`config.mk`:
```
export PLATFORM = sky130hd
export DESIGN_NAME = sysref_align_monitor
export DESIGN_NICKNAME = d
export VERILOG_FILES = /design/src/rtl/sysref_mon_pkg.sv /design/src/rtl/sysref_edge_det.sv /design/src/rtl/sysref_align_monitor.sv
export SDC_FILE = /design/constraint.sdc
export NUM_CORES = 1
export LEC_CHECK = 0
export CAP_MARGIN = 20
export CORE_MARGIN = 8
export CORE_UTILIZATION = 54
export DETAILED_ROUTE_END_ITERATION = 10
export PLACE_DENSITY_LB_ADDON = 0.12
export REMOVE_ABC_BUFFERS = 1
export SYNTH_ARGS = -nofsm -noshare
export SYNTH_HDL_FRONTEND = slang
export SYNTH_SLANG_ARGS = --single-unit
```
`constraint.sdc`:
```
create_clock -name pl_clk -period 4.34 [get_ports pl_clk]
set_input_delay 0.434 -clock pl_clk [delete_from_list [all_inputs] [get_ports pl_clk]]
set_output_delay 0.434 -clock pl_clk [all_outputs]
set_load 0.02 [all_outputs]
```
`src/rtl/sysref_mon_pkg.sv`:
```
// Shared types and helpers for the SYSREF alignment monitor.
package sysref_mon_pkg;

    typedef enum logic [1:0] {
        ST_IDLE    = 2'd0,
        ST_ACQUIRE = 2'd1,
        ST_LOCKED  = 2'd2,
        ST_ERROR   = 2'd3
    } state_e;

    // True when two periods differ by no more than tol cycles.
    function automatic logic period_match(input logic [31:0] a,
                                          input logic [31:0] b,
                                          input logic [31:0] tol);
        logic [31:0] diff;
        diff = (a >= b) ? (a - b) : (b - a);
        return diff <= tol;
    endfunction

endpackage

```
`src/rtl/sysref_edge_det.sv`:
```
// Two-flop rising-edge detector with a registered one-cycle strobe.
module sysref_edge_det (
    input  logic clk_i,
    input  logic rst_ni,
    input  logic sig_i,
    output logic rise_o
);

    logic sysref_q;
    logic sysref_d;
    logic rise_q;

    always_ff @(posedge clk_i or negedge rst_ni) begin
        if (!rst_ni) begin
            sysref_q <= 1'b0;
            sysref_d <= 1'b0;
            rise_q   <= 1'b0;
        end else begin
            sysref_q <= sig_i;
            sysref_d <= sysref_q;
            rise_q   <= sysref_q & ~sysref_d;
        end
    end

    assign rise_o = rise_q;

endmodule

```
`src/rtl/sysref_align_monitor.sv`:
```
// Measures SYSREF edge spacing, declares lock after stable periods, and
// emits one SYSREF-aligned sync pulse per arm request while locked.
module sysref_align_monitor
    import sysref_mon_pkg::*;
#(
    parameter int CNT_W      = 16,
    parameter int LOCK_COUNT = 4,
    parameter int TOL        = 0
) (
    input  logic             pl_clk,
    input  logic             pl_resetn,
    input  logic             sysref_in,
    input  logic             enable,
    input  logic             clear_err,
    input  logic             arm,
    output logic             sysref_edge,
    output logic             sync_pulse,
    output logic             sysref_locked,
    output logic             sysref_err,
    output logic [CNT_W-1:0] ref_period,
    output logic [CNT_W-1:0] last_period,
    output logic [1:0]       state_o
);

    localparam logic [CNT_W-1:0] CNT_MAX = '1;
    localparam logic [CNT_W-1:0] CNT_ONE = {{(CNT_W-1){1'b0}}, 1'b1};
    localparam logic [7:0]       LOCK_N  = 8'(LOCK_COUNT);

    state_e           state_q, state_d;
    logic [CNT_W-1:0] cnt_q, cnt_d;
    logic [CNT_W-1:0] ref_q, ref_d;
    logic [CNT_W-1:0] last_q, last_d;
    logic [7:0]       match_q, match_d;
    logic             started_q, started_d;
    logic             arm_pend_q, arm_pend_d;
    logic             err_q, err_d;

    logic edge_raw;
    logic edge_s;
    logic is_match;
    logic sat;

    sysref_edge_det u_edge_det (
        .clk_i  (pl_clk),
        .rst_ni (pl_resetn),
        .sig_i  (sysref_in),
        .rise_o (edge_raw)
    );

    // Strobes are suppressed while disabled so IDLE presents all-zero outputs.
    assign edge_s   = edge_raw & (state_q != ST_IDLE);
    assign is_match = period_match(32'(cnt_q), 32'(ref_q), 32'(TOL));
    assign sat      = (cnt_q == CNT_MAX);

    always_ff @(posedge pl_clk or negedge pl_resetn) begin
        if (!pl_resetn) begin
            state_q    <= ST_IDLE;
            cnt_q      <= '0;
            ref_q      <= '0;
            last_q     <= '0;
            match_q    <= '0;
            started_q  <= 1'b0;
            arm_pend_q <= 1'b0;
            err_q      <= 1'b0;
        end else begin
            state_q    <= state_d;
            cnt_q      <= cnt_d;
            ref_q      <= ref_d;
            last_q     <= last_d;
            match_q    <= match_d;
            started_q  <= started_d;
            arm_pend_q <= arm_pend_d;
            err_q      <= err_d;
        end
    end

    always_comb begin
        state_d    = state_q;
        cnt_d      = cnt_q;
        ref_d      = ref_q;
        last_d     = last_q;
        match_d    = match_q;
        started_d  = started_q;
        err_d      = err_q;
        arm_pend_d = arm_pend_q;

        // The period is the count held during the strobe cycle.
        if (edge_s) begin
            cnt_d  = CNT_ONE;
            last_d = cnt_q;
        end else if (!sat) begin
            cnt_d = cnt_q + CNT_ONE;
        end

        unique case (state_q)
            ST_IDLE: begin
                cnt_d   = '0;
                state_d = ST_ACQUIRE;
            end
            ST_ACQUIRE: begin
                if (edge_s) begin
                    if (!started_q) begin
                        started_d = 1'b1;
                    end else if (match_q == 8'd0 || !is_match) begin
                        ref_d   = cnt_q;
                        match_d = 8'd1;
                    end else begin
                        match_d = match_q + 8'd1;
                    end
                    if (started_q && match_d == LOCK_N) state_d = ST_LOCKED;
                end else if (started_q && sat) begin
                    started_d = 1'b0;
                    match_d   = '0;
                end
            end
            ST_LOCKED: begin
                if ((edge_s && !is_match) || (!edge_s && sat)) begin
                    state_d = ST_ERROR;
                    err_d   = 1'b1;
                end
            end
            ST_ERROR: begin
                if (clear_err) begin
                    state_d   = ST_ACQUIRE;
                    err_d     = 1'b0;
                    match_d   = '0;
                    started_d = 1'b0;
                end
            end
        endcase

        if (!enable) begin
            state_d   = ST_IDLE;
            cnt_d     = '0;
            ref_d     = '0;
            last_d    = '0;
            match_d   = '0;
            started_d = 1'b0;
            err_d     = 1'b0;
        end

        // A new arm outranks the clear from a firing pulse so it waits for the next edge.
        if (sync_pulse) arm_pend_d = 1'b0;
        if (arm && state_q != ST_IDLE) arm_pend_d = 1'b1;
        if ((state_q == ST_LOCKED && state_d != ST_LOCKED) || state_d == ST_IDLE)
            arm_pend_d = 1'b0;
    end

    always_comb begin
        sysref_edge   = edge_s;
        sync_pulse    = edge_s & arm_pend_q & (state_q == ST_LOCKED) & is_match;
        sysref_locked = (state_q == ST_LOCKED);
        sysref_err    = err_q;
        ref_period    = ref_q;
        last_period   = last_q;
        state_o       = state_q;
    end

endmodule

```
==> flow_summary.ini, run 1 <==
[status]
status = completed

[synthesis]
synth.top_cell.area_share_pct = 32.2
yosys-top-cells-count = 80 x nand2_1, 64 x dfrtp_1, 55 x a21oi_1
ys_ff_latch = 64
async_flop_share_pct = 100
ys_types = 68
synth_most_common_cell = nand2_1
syn_inst = 606
synth_edf_count = 0
yosysWarnings = 0
synth_area_leaders = dfrtp_1 32%, ha_1 8.8%, nand2_1 6.0%
syn_area_sq_um = 4970
syn_avg_cell_area_sq_um = 8.20
ys_seq_area_share_pct = 32.2
yosysTopAreaCell = dfrtp_1
synth_ff_type = dfrtp_1

[critical_path]
critPathLaunch = ref_period[11]$_DFFE_PN0P_
worstPathRequired_ns = 3.91
start_kind = register
crit_arrival_ns = 3.70
crit_path_end_kind = output port
critPathKind = register to output port
path_max_fanout = 6
reg2reg_from = ref_period[4]$_DFFE_PN0P_

[grt]
top_usage_layer = met2
overflow = 0
grt_antenna_before_repair = 0
grt_pass1_wl_microns = 23600
use_met2_pct = 37.2
first_global_vias = 4672
use_met3_pct = 4.11
grt_max_degree = 65
groute.usage.overall_pct = 23.1
use_met1_pct = 30.3

[route]
drtAntennaViolNets = 0
drt_iter0_markers = 332
firstDrtPassIters = 5
routedWlPerCell_microns = 18.2
route.detailed.drc = 0
vias = 4788
viasPerCell = 6.11
wl_microns = 14200

[layout]
stdcell_area_sq_um = 5960
drive_above_1_share_pct = 13.4
finalNonFillerCells = 784
area_delta_synth_final_pct = 20.0
utilization_pct = 65.8
n_antenna_cell = 0
finalNetCount = 709
n_fill_cell = 797

[floorplan]
rows = 35
initial_core_util_pct = 54.8
die_h_microns = 112
dieWidth_microns = 112
ios = 44
dieArea_sq_um = 12500
core_area_sq_um = 9060

[power]
power.density_nw_per_um2 = 232
p_leak_nw = 2.61
irDropWorstVdd_v = 0.000216
p_total_mw = 1.38

[cts]
root_buffer = clkbuf_8
ctsLongestPathBuffers = 2
cts.sinks = 64
tritoncts = built
clk_pin_slew_worst_paths_ns = 0.08
numCtsBuffers = 9
htreeDepth = 3
clk_latency_ns = 0.34

[timing]
clock_skew_ns = 0.0145
finalCriticalPeriod_ns = 4.13
fmax_ghz = 0.242
setup_tns_ns = 0
slew_viol_final = 0
rsz0062_at_grt = no
min_period_over_period_pct = 95.2
tightestPinTransition_ns = 0.825
relSlewSlack_pct = 45.0
finalSetupViolCount = 0
hold_viol_final = 0

[place]
dp.final_hpwl_microns = 11000
place.gp.congestion = 0.986
place_area_sq_um = 5690
portBuffers = 43
place_inst = 768

[flow_run]
cap_violations = 0

[min_path]
hold_class = input port to async pin
## cells by family after synthesis
| kind of cell | count (synthesis) | share of synthesized area (%) |
|---|---|---|
| flip-flops | 64 | 32.2 |
| buffers and inverters | 71 | 5.87 |
| XOR/XNOR | 22 | 3.88 |
| AO/OA/AOI/OAI | 184 | 26.6 |
| adder cells (fa/ha/maj) | 35 | 8.81 |
| multiplexers | 1 | 0.201 |
| AND/OR/NAND/NOR | 229 | 22.4 |
## final timing paths
check / depth (start not counted) / end / slack [ns]
worst max-delay path: 12 / sync_pulse / 0.21
worst min-delay path: 2 / last_period[1]$_DFFE_PN0N_ / 0.27
worst max register to register: 15 / ref_period[6]$_DFFE_PN0P_ / 0.32
worst min register to register: 0 / u_edge_det.sysref_d$_DFF_PN0_ / 0.38
max in group asynchronous: 2 / cnt_q[2]$_DFFE_PN0P_ / 3.49
min in group pl_clk: 0 / u_edge_det.sysref_d$_DFF_PN0_ / 0.38
## layer usage
| layer | wire, microns | part of all wire, % | up-vias |
|---|---|---|---|
| li1 | - | - | 2317 |
| met1 | 6450 | 45 | 2283 |
| met2 | 6700 | 47 | 161 |
| met3 | 769 | 5.4 | 27 |
| met4 | 331 | 2.3 | 0 |
| met5 | 0 | 0 | - |
## area by class of cell
type	instances	area [sq um]	area share, %
repair buffers	79	703	11.8
inverters	43	161	2.71
flip-flops and latches	64	1600	26.9
well taps	111	139	2.33
clock buffers	10	128	2.14
clock inverters	6	116	1.95
multi-input cells	471	3110	52.2
## flip-flops by register name, summed over array words and instances, names as in the netlist, 2 cells and up
signal	count
state_o	2
ref_period	16
match_q	8
cnt_q	16
last_period	16
## power breakdown
part           switching [mW]  total [mW]  leakage, nW  internal, mW
combinational          0.0888       0.143         1.61        0.0538
clock                   0.249       0.635        0.121         0.386
sequential            0.00570       0.606        0.882         0.600
## critical path: stages (launching register included)
cell       delay (ns)
dfrtp_1          0.42
inv_1            0.06
ha_1             0.40
buf_4            0.20
a21oi_1          0.25
nor2b_1          0.08
o21a_1           0.19
or4_1            0.49
a21oi_1          0.18
o2111ai_1        0.21
a2111oi_4        0.45
and4_1           0.25
clkbuf_2         0.17
## cell usage in the layout (no fill, tap or decap), types with 3 or more instances in the layout
cell and count:
ha_2 3, ha_1 32, buf_4 35, or2_2 3, o211ai_1 8, dfrtp_1 63
a21o_1 14, o31ai_1 6, nand3_1 24, clkdlybuf4s50_1 41, clkbuf_8 9, o22ai_1 5
bufinv_16 3, nor2b_1 6, and2_1 4, a211oi_1 10, nor4_1 10, a31oi_1 3
nand4_1 11, a22o_1 6, o31a_1 3, o21bai_1 3, or3_1 7, nand2_1 80
or4_1 5, and4_1 3, xor2_1 4, a21oi_1 54, nor3_1 22, o21a_1 10
nor2_1 38, and3_1 5, inv_1 43, o21ai_0 19, a22o_2 10, xnor2_1 18
## timing repair
action	in CTS	in global routing
pin swaps	1	1
setup endpoints to repair	1	1
gates resized for setup	6	7
buffers inserted	0	0
hold buffers	0	0
## per-stage QoR
| stage | hold WS, ns | setup slack (ns) |
|---|---|---|
| 3_5_place_dp | 0.357 | 0.0275 |
| 4_1_cts | 0.304 | 0.00686 |
| 6_report | 0.271 | 0.210 |
| 2_1_floorplan | 0.138 | 0.603 |
| 5_1_grt | 0.351 | 0.0525 |
| 3_3_place_gp | 0.354 | 0.107 |
Note: power is estimated with default switching activity, not from simulation.
==> run 2: changes to the inputs <==
- clock period: 4.34 -> 4.7 ns (I/O delays scaled with it)
==> run 2 against run 1 <==
Critical path depth grew 1. Sequential power shrank 7.8%. Highest routed layer unchanged. Non-clock buffer count shrank 17. Sequential share of layout area grew 0.72 points. Critical path type unchanged. Total power shrank 7.5%. Critical endpoint unchanged. Utilization shrank 1.8 points.
==> flow_summary.ini, run 2 (same netlist as run 1, synthesis figures left out) <==
[cts]
tritoncts = built
clk_pin_slew_worst_paths_ns = 0.08
cts.sinks = 64
ctsLongestPathBuffers = 2
root_buffer = clkbuf_8
htreeDepth = 3
clk_latency_ns = 0.35
numCtsBuffers = 9
cts_post_setup_buffers_inserted = 0

[critical_path]
reg2reg_from = cnt_q[3]$_DFFE_PN0P_
ff2ff_path_depth = 11
critPathLaunch = ref_period[9]$_DFFE_PN0P_
crit_path_end_kind = output port
worstPathRequired_ns = 4.23
path_max_fanout = 8
critPathKind = register to output port
start_kind = register
crit_arrival_ns = 4.00

[timing]
setup_tns_ns = 0
hold_viol_final = 0
finalCriticalPeriod_ns = 4.47
relSlewSlack_pct = 38.1
rsz0062_at_grt = no
finalSetupViolCount = 0
min_period_over_period_pct = 95.0
tightestPinTransition_ns = 0.921
clock_skew_ns = 0.0168
fmax_ghz = 0.224
slew_viol_final = 0

[route]
viasPerCell = 6.22
wl_microns = 14500
drt_iter0_markers = 282
firstDrtPassIters = 5
drtAntennaViolNets = 0
routedWlPerCell_microns = 18.9
route.detailed.drc = 0
vias = 4770

[layout]
stdcell_area_sq_um = 5800
area_delta_synth_final_pct = 16.8
drive_above_1_share_pct = 9.91
n_antenna_cell = 0
layout_common_cells = 80 x nand2_1, 64 x dfrtp_1, 54 x a21oi_1
finalNetCount = 692
final_common_cell = nand2_1
utilization_pct = 64.0

[floorplan]
dieWidth_microns = 112
initial_core_util_pct = 54.8
rows = 35
ios = 44
core_area_sq_um = 9060
die_h_microns = 112
dieArea_sq_um = 12500

[power]
p_total_mw = 1.28
power.density_nw_per_um2 = 220
irDropWorstVdd_v = 0.000159
p_leak_nw = 2.51

[grt]
overflow = 0
groute.usage.overall_pct = 23.4
grt_antenna_before_repair = 0
grt_max_degree = 65
grt_pass1_wl_microns = 23800
first_global_vias = 4671

[flow_run]
cap_violations = 0

[status]
status = completed

[min_path]
hold_class = input port to async pin

[place]
place.gp.congestion = 0.990
place_area_sq_um = 5550
dp.final_hpwl_microns = 11100
portBuffers = 43
## run 2: cell types whose count changed in the layout (fill, tap and decap cells not counted), moves of 2 or more
| cell | change |
|---|---|
| clkinv_4 | -2 |
| ha_1 | +2 |
| ha_2 | -2 |
| buf_4 | -16 |
## run 2: metal layers
metal  GRT usage [%]  vias to the layer above  wire, microns
li1                -                     2288              -
met1            30.3                     2290           6570
met2            37.2                      158           6680
met3            4.87                       34            853
met4            9.21                        0            420
met5               0                        -              0
## run 2: worst max-delay path, cell delays in order (launching register included)
cell           delay, ns
dfrtp_1             0.40
inv_1               0.06
ha_1                0.40
buf_4               0.21
and4_1              0.21
and2_1              0.16
o21ai_1             0.16
a41oi_1             0.21
or4_1               0.46
a21oi_1             0.19
o2111ai_1           0.19
a2111oi_4           0.42
and4_1              0.23
dlygate4sd2_1       0.36
## run 2: power breakdown
group | leakage, nW | internal (mW) | switching (mW) | total (mW)
clock | 0.117 | 0.356 | 0.238 | 0.594
sequential | 0.884 | 0.554 | 0.00481 | 0.559
combinational | 1.51 | 0.0449 | 0.0819 | 0.127
## run 2: stage by stage
step           setup WS, ns  hold slack, ns  instances
3_3_place_gp          0.394           0.352        751
6_report              0.234           0.291        767
2_1_floorplan         0.963           0.174        578
5_1_grt             0.00825           0.371        767
4_1_cts               0.272           0.323        767
3_5_place_dp          0.364           0.360        751
## run 2: area by class of cell
type                    instances  area [sq um]
repair buffers                 62           567
flip-flops and latches         64          1600
clock buffers                  10           128
well taps                     111           139
inverters                      43           161
clock inverters                 6           115
fillers                       793          3260
multi-input cells             471          3090
## run 2: timing repair
| item | 4_1_cts | 5_1_grt |
|---|---|---|
| endpoints found under the setup margin | 1 | 1 |
| hold buffers | 0 | 0 |
| resized for setup | 2 | 2 |
| cloned | 0 | 0 |
## run 2: path summary, 6_finish.rpt
check | to | slack (ns)
worst max-delay path | sync_pulse | 0.23
worst min-delay path | last_period[1]$_DFFE_PN0N_ | 0.29
worst max register to register | ref_period[9]$_DFFE_PN0P_ | 0.45
worst min register to register | u_edge_det.sysref_d$_DFF_PN0_ | 0.38
max in group asynchronous | ref_period[9]$_DFFE_PN0P_ | 3.84
min in group pl_clk | u_edge_det.sysref_d$_DFF_PN0_ | 0.38
